`config.mk`:
```
export PLATFORM = sky130hd
export DESIGN_NAME = my_controller
export DESIGN_NICKNAME = d
export VERILOG_FILES = /design/src/rtl/my_controller.sv
export SDC_FILE = /design/constraint.sdc
export NUM_CORES = 1
export LEC_CHECK = 0
export BUFFER_PORTS_ARGS = -buffer_cell sky130_fd_sc_hd__clkbuf_2
export CORE_UTILIZATION = 55
export CTS_BUF_LIST = sky130_fd_sc_hd__clkbuf_16
export CTS_CLUSTER_DIAMETER = 40
export CTS_CLUSTER_SIZE = 20
export DETAILED_ROUTE_END_ITERATION = 8
export PLACE_DENSITY = 0.85
export SLEW_MARGIN = 20
export SYNTH_ARGS = -nofsm -noshare
export SYNTH_HDL_FRONTEND = slang
export SYNTH_SLANG_ARGS = --single-unit
export TNS_END_PERCENT = 10
```
`constraint.sdc`:
```
create_clock -name clk -period 3.1 [get_ports clk]
set_input_delay 0.31 -clock clk [delete_from_list [all_inputs] [get_ports clk]]
set_output_delay 0.31 -clock clk [all_outputs]
set_load 0.1 [all_outputs]
```
`src/rtl/my_controller.sv`:
```
// my_controller: ROM-driven 5-phase register machine; ports clk, reset, mar, rd_sel, wr_sel, a, b, c, out; `MYCONTROLLER_JZ_EN enables the JZ branch
module my_controller (
  input  logic       clk,
  input  logic       reset,
  output logic [3:0] mar,
  output logic [3:0] rd_sel,
  output logic [3:0] wr_sel,
  output logic [7:0] a,
  output logic [7:0] b,
  output logic [7:0] c,
  output logic [7:0] out
);
  typedef enum logic [2:0] {S_FETCH, S_READ_A, S_READ_B, S_EXEC, S_WRITE, S_HALT} state_t;
  state_t r_state = S_FETCH;
  state_t w_next;
  logic [15:0] r_ir = '0;
  logic [3:0] r_mar = '0;
  logic [7:0] r_a = '0;
  logic [7:0] r_b = '0;
  logic [7:0] r_c = '0;
  logic [7:0] r_out = '0;
  logic [7:0] r_rf [16] = '{default: 8'h00};
  logic [15:0] w_rom;
  logic [3:0] w_op;
  logic [3:0] w_mar_next;
  logic [7:0] w_rd_data;
  logic [7:0] w_alu;
  logic w_wr;
  logic w_taken;
  function automatic logic [15:0] rom(input logic [3:0] addr);
    case (addr)
      4'd0: rom = 16'h1105;
      4'd1: rom = 16'h1203;
      4'd2: rom = 16'h2312;
      4'd3: rom = 16'h8030;
      4'd4: rom = 16'h3412;
      4'd5: rom = 16'h8040;
      4'd6: rom = 16'hF000;
      default: rom = 16'h0000;
    endcase
  endfunction
  assign w_rom = rom(r_mar);
  assign w_op = r_ir[15:12];
  assign w_wr = (w_op >= 4'h1) && (w_op <= 4'h7);
  assign w_rd_data = (rd_sel == 4'd0) ? 8'h00 : r_rf[rd_sel];
`ifdef MYCONTROLLER_JZ_EN
  assign w_taken = (w_op == 4'h9) || ((w_op == 4'hA) && (r_a == 8'h00));
`else
  assign w_taken = (w_op == 4'h9);
`endif
  assign w_mar_next = (w_op == 4'hF) ? r_mar : w_taken ? r_ir[3:0] : r_mar + 4'd1;
  always_comb begin
    case (w_op)
      4'h1: w_alu = r_ir[7:0];
      4'h2: w_alu = r_a + r_b;
      4'h3: w_alu = r_a - r_b;
      4'h4: w_alu = r_a & r_b;
      4'h5: w_alu = r_a | r_b;
      4'h6: w_alu = r_a ^ r_b;
      4'h7, 4'h8: w_alu = r_a;
      default: w_alu = r_c;
    endcase
  end
  always_comb begin
    w_next = r_state;
    rd_sel = 4'd0;
    wr_sel = 4'd0;
    case (r_state)
      S_FETCH: w_next = S_READ_A;
      S_READ_A: begin
        rd_sel = r_ir[7:4];
        w_next = S_READ_B;
      end
      S_READ_B: begin
        rd_sel = r_ir[3:0];
        w_next = S_EXEC;
      end
      S_EXEC: w_next = S_WRITE;
      S_WRITE: begin
        wr_sel = w_wr ? r_ir[11:8] : 4'd0;
        w_next = (w_op == 4'hF) ? S_HALT : S_FETCH;
      end
      default: w_next = S_HALT;
    endcase
  end
  always_ff @(posedge clk) r_state <= reset ? S_FETCH : w_next;
  always_ff @(posedge clk) begin
    if (reset) begin
      r_ir <= '0;
      r_mar <= '0;
      r_a <= '0;
      r_b <= '0;
      r_c <= '0;
      r_out <= '0;
      for (int i = 0; i < 16; i++) r_rf[i] <= '0;
    end else begin
      if (r_state == S_FETCH) r_ir <= w_rom;
      if (r_state == S_READ_A) r_a <= w_rd_data;
      if (r_state == S_READ_B) r_b <= w_rd_data;
      if (r_state == S_EXEC) r_c <= w_alu;
      if (r_state == S_WRITE) begin
        if (wr_sel != 4'd0) r_rf[wr_sel] <= r_c;
        if (w_op == 4'h8) r_out <= r_c;
        r_mar <= w_mar_next;
      end
    end
  end
  assign mar = r_mar;
  assign a = r_a;
  assign b = r_b;
  assign c = r_c;
  assign out = r_out;
endmodule

```
# Yosys cells after proc, flatten, opt, wreduce, memory -nomap -nowiden
# Memory sizes are Yosys's and may differ from the RTL's.
# Index checks and enable logic that the tools add are counted.
totals:
  register_bits: 55
  ram_bits: 128
  inputBits: 2
  out_inout_bits: 44
  elab_cells: 66
  n_memories: 1
op_classes:
  addsub: 3
  magnitude_cmp: 2
  eq_ne: 20
  mux: 18
  bitwise: 4
  reduce_logical: 11
memory_table:
  columns: ["memory", "words", "width", "read_ports", "rd_ports_with_merged_regs", "write_ports", "line", "text"]
  rows:
  - ["r_rf", 16, 8, 1, 0, 16, "22", "logic [7:0] r_rf [16] = '{default: 8'h00};"]
ops:
  columns: ["op", "count"]
  rows:
  - ["$pmux W16 S7", 1]
  - ["$pmux W8 S7", 1]
  - ["$eq A4 B3 Y1 const B", 7]
  - ["$eq A4 B2 Y1 const B", 4]
  - ["$mux W4", 4]
  - ["$mux W8", 2]
  - ["$pmux W3 S5", 1]
  - ["$eq A4 B4 Y1 const B", 3]
  - ["$add A8 B8 Y8", 1]
  - ["$and A8 B8 Y8", 1]
  - ["$eq A4 B1 Y1 const B", 2]
  - ["$logic_not A4 Y1", 2]
  - ["$or A8 B8 Y8", 1]
  - ["$pmux W4 S2", 1]
  - ["$reduce_or A8 Y1", 1]
  - ["$sub A8 B8 Y8", 1]
  - ["$xor A8 B8 Y8", 1]
  - ["$mux W1", 7]
  - ["$reduce_bool A7 Y1", 1]
  - ["$eq A3 B2 Y1 const B", 2]
  - ["$reduce_and A2 Y1", 3]
  - ["$add A4 B1 Y4 const B", 1]
  - ["$ge A4 B1 Y1 const B", 1]
  - ["$le A4 B3 Y1 const B", 1]
  - ["8 further kinds", 8]

# Logic depth before layout (Yosys ltp)
depth:
  depth_word: 11
  depth_mapped: 12
  ltp_nobuf: 11

# Worst setup path before layout
# Ideal clock, no wire load.
synth_path:
  path_kind: "flip-flop to flip-flop"
  start: "reg r_b[0], in the netlist b[0]"
  end: "reg r_c[4], in the netlist c[4]"
  setup_time_ns: 0.132
  arrival_ns: 2.971
  required_time_ns: 2.968
  path_slack_ns: -0.003
  stages_incl_launch_ff: 11
  path_buffers: 0
  period_less_slack_ns: 3.103
  path_cell_list: "dfxtp_1 -> inv_1 -> ha_1 -> mux2i_1 -> fa_1 -> a21o_1 -> a21o_1 -> xor2_1 -> a211o_1 -> o211ai_1 -> a21oi_1"
synth_between:
  elab_chain_len: 2
  word_cells_on_any_way: 3
  cone_classes: "add/sub: 2; mux: 1"
synth_rtl:
  columns: ["item", "line", "text"]
  rows:
  - ["from (decl)", "19", "logic [7:0] r_b = '0;"]
  - ["from (signal assigned)", "99", "if (r_state == S_READ_B) r_b <= w_rd_data;"]
  - ["$sub A8 B8 Y8 / $add A8 B8 Y8 (equally long branches)", "56, 55", null]
  - ["$pmux W8 S7 (*)", "53", "case (w_op)"]
  - ["to (signal assigned)", "100", "if (r_state == S_EXEC) r_c <= w_alu;"]
  - ["to (decl)", "20", "logic [7:0] r_c = '0;"]
# Mark *: on every way between the ends. The rest lies on a longest branch, timed or not.
# A chain may end at the register's enable or synchronous reset.

# Worst setup path after layout
layout_path:
  start: "reg r_state[1]"
  end: "out rd_sel[2]"
layout_between:
  elab_chain_len: 2
  word_cells_on_any_way: 3
  cone_classes: "eq/ne: 2; mux: 1"
layout_rtl:
  columns: ["item", "line", "text"]
  rows:
  - ["from (decl)", "14", "state_t r_state = S_FETCH;"]
  - ["from (signal assigned)", "86", "always_ff @(posedge clk) r_state <= reset ? S_FETCH : w_next;"]
  - ["$eq A3 B2 Y1 / $eq A3 B1 Y1 (equally long branches)", "68", "case (r_state)"]
  - ["$pmux W4 S2 (*)", "68", null]
  - ["to (decl)", "6", "output logic [3:0] rd_sel,"]
# Marks and branches as above.

==> summary.md <==
| Metric | Value |
|---|---|
| Commonest cells after routing, fill and taps aside | 60 x and2_1, 56 x edfxtp_1, 51 x dfxtp_1 |
| Pin count of the biggest net entering global routing | 36 |
| Core area | 10400 µm² |
| Reg2reg end | c[7] |
| Top Ports | 46 |
| Flop2flop setup slack | 520 ps |
| Initial antenna violation count | 1 |
| Worst path max stage delay | 540 ps |
| WL final | 15.0 mm |
| Fin crit share | 0.871 |
| Worst skew pair latency | 350 ps |
| Initial Util | 0.570 |
| Comb pwr share | 0.098 |
| Die height | 106 µm |
| VDD IR max | 0.000357 V |
| Global route overflow | 0 |
| Worst reg-to-reg path cell count | 11 |
| Worst-path cell chain | nor2b_2 > a22oi_1 > nor2_2 > clkbuf_2 |
| Worst EP required | 2790 ps |
| Max FO, Critical Path | 10 |
| Clock Path Buffers | 2 |
| Distinct cells, synth | 72 |
| Top_reg_cell synth | edfxtp_1 |
| Setup bufs post-CTS | 0 |
| Slew HR | 0.396 |
| CTS tree | built |
| Total GRT Usage | 0.281 |
| Standard-cell rows | 37 |
| Sw power | 0.000780 W |
| HP Start | reset |
| Fin crit period | 2700 ps |
| Startpoint Class | register |
| Final GP Congestion | 0.891 |
| Register area share after synthesis | 0.461 |
| Avg Cell Area, Syn | 9.96 µm² |
| Share of post-route cells with drive strength above 1 | 0.142 |
| Setup TNS | 0 ps |
| Commonest non-fill, non-tap cell in the layout | and2_1 |
| Cts hold-fix bufs | 0 |
| Status | finished, final reports clean |
| Tot Pwr | 0.00304 W |
| Reg-to-reg startpoint | r_ir[15] |
| Clock Skews | 11.1 ps |
| WHS Path Cells | 2 |
| Diode count | 0 |
| Final hold violation count | 0 |
| Worst slew pin tran | 898 ps |
| Antenna Nets Post-Route | 0 |
| Arrival @ worst endpoint | 2390 ps |
| #FFs+latches synth | 108 |
| Via density | 6.13 |
| Post-CTS Resized | 0 |
| Hold Path Sink | out[3] |
| Clock Sinks | 108 |
| Mapped cell area | 5910 µm² |
| Fin Hold WS | 377 ps |
| Final Max Slew Viols | 0 |
| EDFF count, synth | 56 |
| Crit path kind | register to primary output |
| Clk pin slew, worst setup/hold paths | 70 ps |
| CTS Buf Count | 9 |
| Routed wire per std cell | 19.3 µm |
| Hold WC Path Type | primary input to register |
| Global-route wire length before repair | 24.2 mm |
| Vias | 4765 |
| Vias in the first global route | 4523 |
| Nets@finish | 667 |
| Max Clk Rate | 370 MHz |
| # fillers | 817 |
| Drt first-iter violations | 530 |
| RSZ-0062 raised after global routing | no |
| Drc violations | 0 |
| Switching Share | 0.257 |
| Internal | 0.00226 W |
| Root Driver | clkbuf_16 |
| PwrDens | 464 nW/µm² |
| FFs w/ async S/R, synth | 0 |
| Port Buffers | 43 |
| Leakage | 2.49 nW |
| Die area | 11200 µm² |
| TritonRoute pass-1 iters | 5 |
| CP endpoint kind | primary output |
| Clock H-tree levels | 3 |
| Crit-path slowest cell | clkbuf_2 |
| Die width | 106 µm |
| Max Cap Viol | 0 |
| Clock share of power | 0.383 |
| Detail Placement HPWL | 10.6 mm |
| Mapped Cells | 593 |
| Yosys warning total | 0 |
| Sequential Power Share | 0.519 |
| Area growth syn-to-layout | 10.8% |
| Final setup viols | 0 |
## state kept, by name, indices dropped and copies added, names as in the netlist
register,cells
out,8
r_ir,13
b,8
mar,4
r_state,3
c,8
r_rf,56
a,8
## synth_stat cells, types with 3 or more instances
cell | number | area, µm²
o211ai_1 | 5 | 37.5
a211oi_1 | 5 | 37.5
a21oi_1 | 49 | 245
nand3b_1 | 7 | 52.6
nand2b_1 | 7 | 43.8
ha_1 | 28 | 350
mux2i_1 | 23 | 230
o21a_1 | 3 | 22.5
a311oi_1 | 3 | 26.3
and3_1 | 3 | 18.8
a221o_1 | 8 | 80.1
nand3_1 | 22 | 110
nor2_1 | 35 | 131
nor3_1 | 11 | 55.1
nand2_1 | 50 | 188
nor2b_1 | 7 | 43.8
o21ai_0 | 4 | 20.0
dfxtp_1 | 52 | 1040
or2_1 | 8 | 50.1
inv_1 | 23 | 86.3
o311ai_0 | 3 | 26.3
clkbuf_1 | 15 | 56.3
a221oi_1 | 11 | 96.3
xnor2_1 | 10 | 87.6
o21ai_1 | 19 | 95.1
edfxtp_1 | 56 | 1680
and2_1 | 60 | 375
mux2_2 | 7 | 78.8
buf_2 | 4 | 20.0
## worst max path at each step
stage          cells past startpoint        end        from  slack (ps)
3_5_place_dp                      10       c[5]        b[1]         530
2_1_floorplan                     10       c[4]        b[1]           6
3_3_place_gp                      11       c[7]    r_ir[15]         610
6_report                           4  rd_sel[2]  r_state[1]         400
4_1_cts                            4  rd_sel[2]  r_state[1]         430
5_1_grt                           11       c[5]    r_ir[15]         330
## kinds of logic after synthesis
| group | share of synthesized area |
|---|---|
| flip-flops | 0.461 |
| adder cells (fa/ha/maj) | 0.0627 |
| AND/OR/NAND/NOR | 0.210 |
| XOR/XNOR | 0.0178 |
| AO/OA/AOI/OAI | 0.152 |
| buffers and inverters | 0.0421 |
| multiplexers | 0.0542 |
| other | 0.000635 |
## power groups by stage
stage | clock [W] | combinational [W] | sequential (W)
final | 0.00116 | 0.000299 | 0.00158
after global routing | 0.00123 | 0.000319 | 0.00158
after CTS | 0.00117 | 0.000295 | 0.00158
after detailed placement | 0 | 0.000293 | 0.00161
after global placement | 0 | 0.000288 | 0.00161
after floorplan | 0 | 0.000220 | 0.00162
## layout make-up
class	count	area [µm²]	share of cell area
inverters	24	92.6	0.0141
clock inverters	7	73.8	0.0113
repair buffers	57	320	0.0489
well taps	136	170	0.0260
flip-flops and latches	108	2720	0.416
multi-input cells	436	2940	0.449
clock buffers	9	225	0.0344
## critical path: cells and delay by family (launching register included)
family | cells | cell delay (ps)
flip-flops | 1 | 530
buffers and inverters | 1 | 540
AND/OR/NAND/NOR | 2 | 800
AO/OA/AOI/OAI | 1 | 170
## layer usage
metal / up-vias / track usage / wire length [µm]
met3: 31 / 0.0606 / 1430
met5: - / 0 / 12
met2: 241 / 0.430 / 6860
met1: 2252 / 0.387 / 6280
met4: 2 / 0.116 / 394
li1: 2239 / - / -
## per-stage QoR
step,utilization,setup WS [ps],instances,area (µm²)
6_report,0.631,401,777,6550
5_1_grt,0.631,332,777,6550
4_1_cts,0.631,427,777,6550
3_5_place_dp,0.602,532,761,6250
3_3_place_gp,0.602,605,761,6250
2_1_floorplan,-,6.41,594,5910
(Power assumes the default switching activity.)
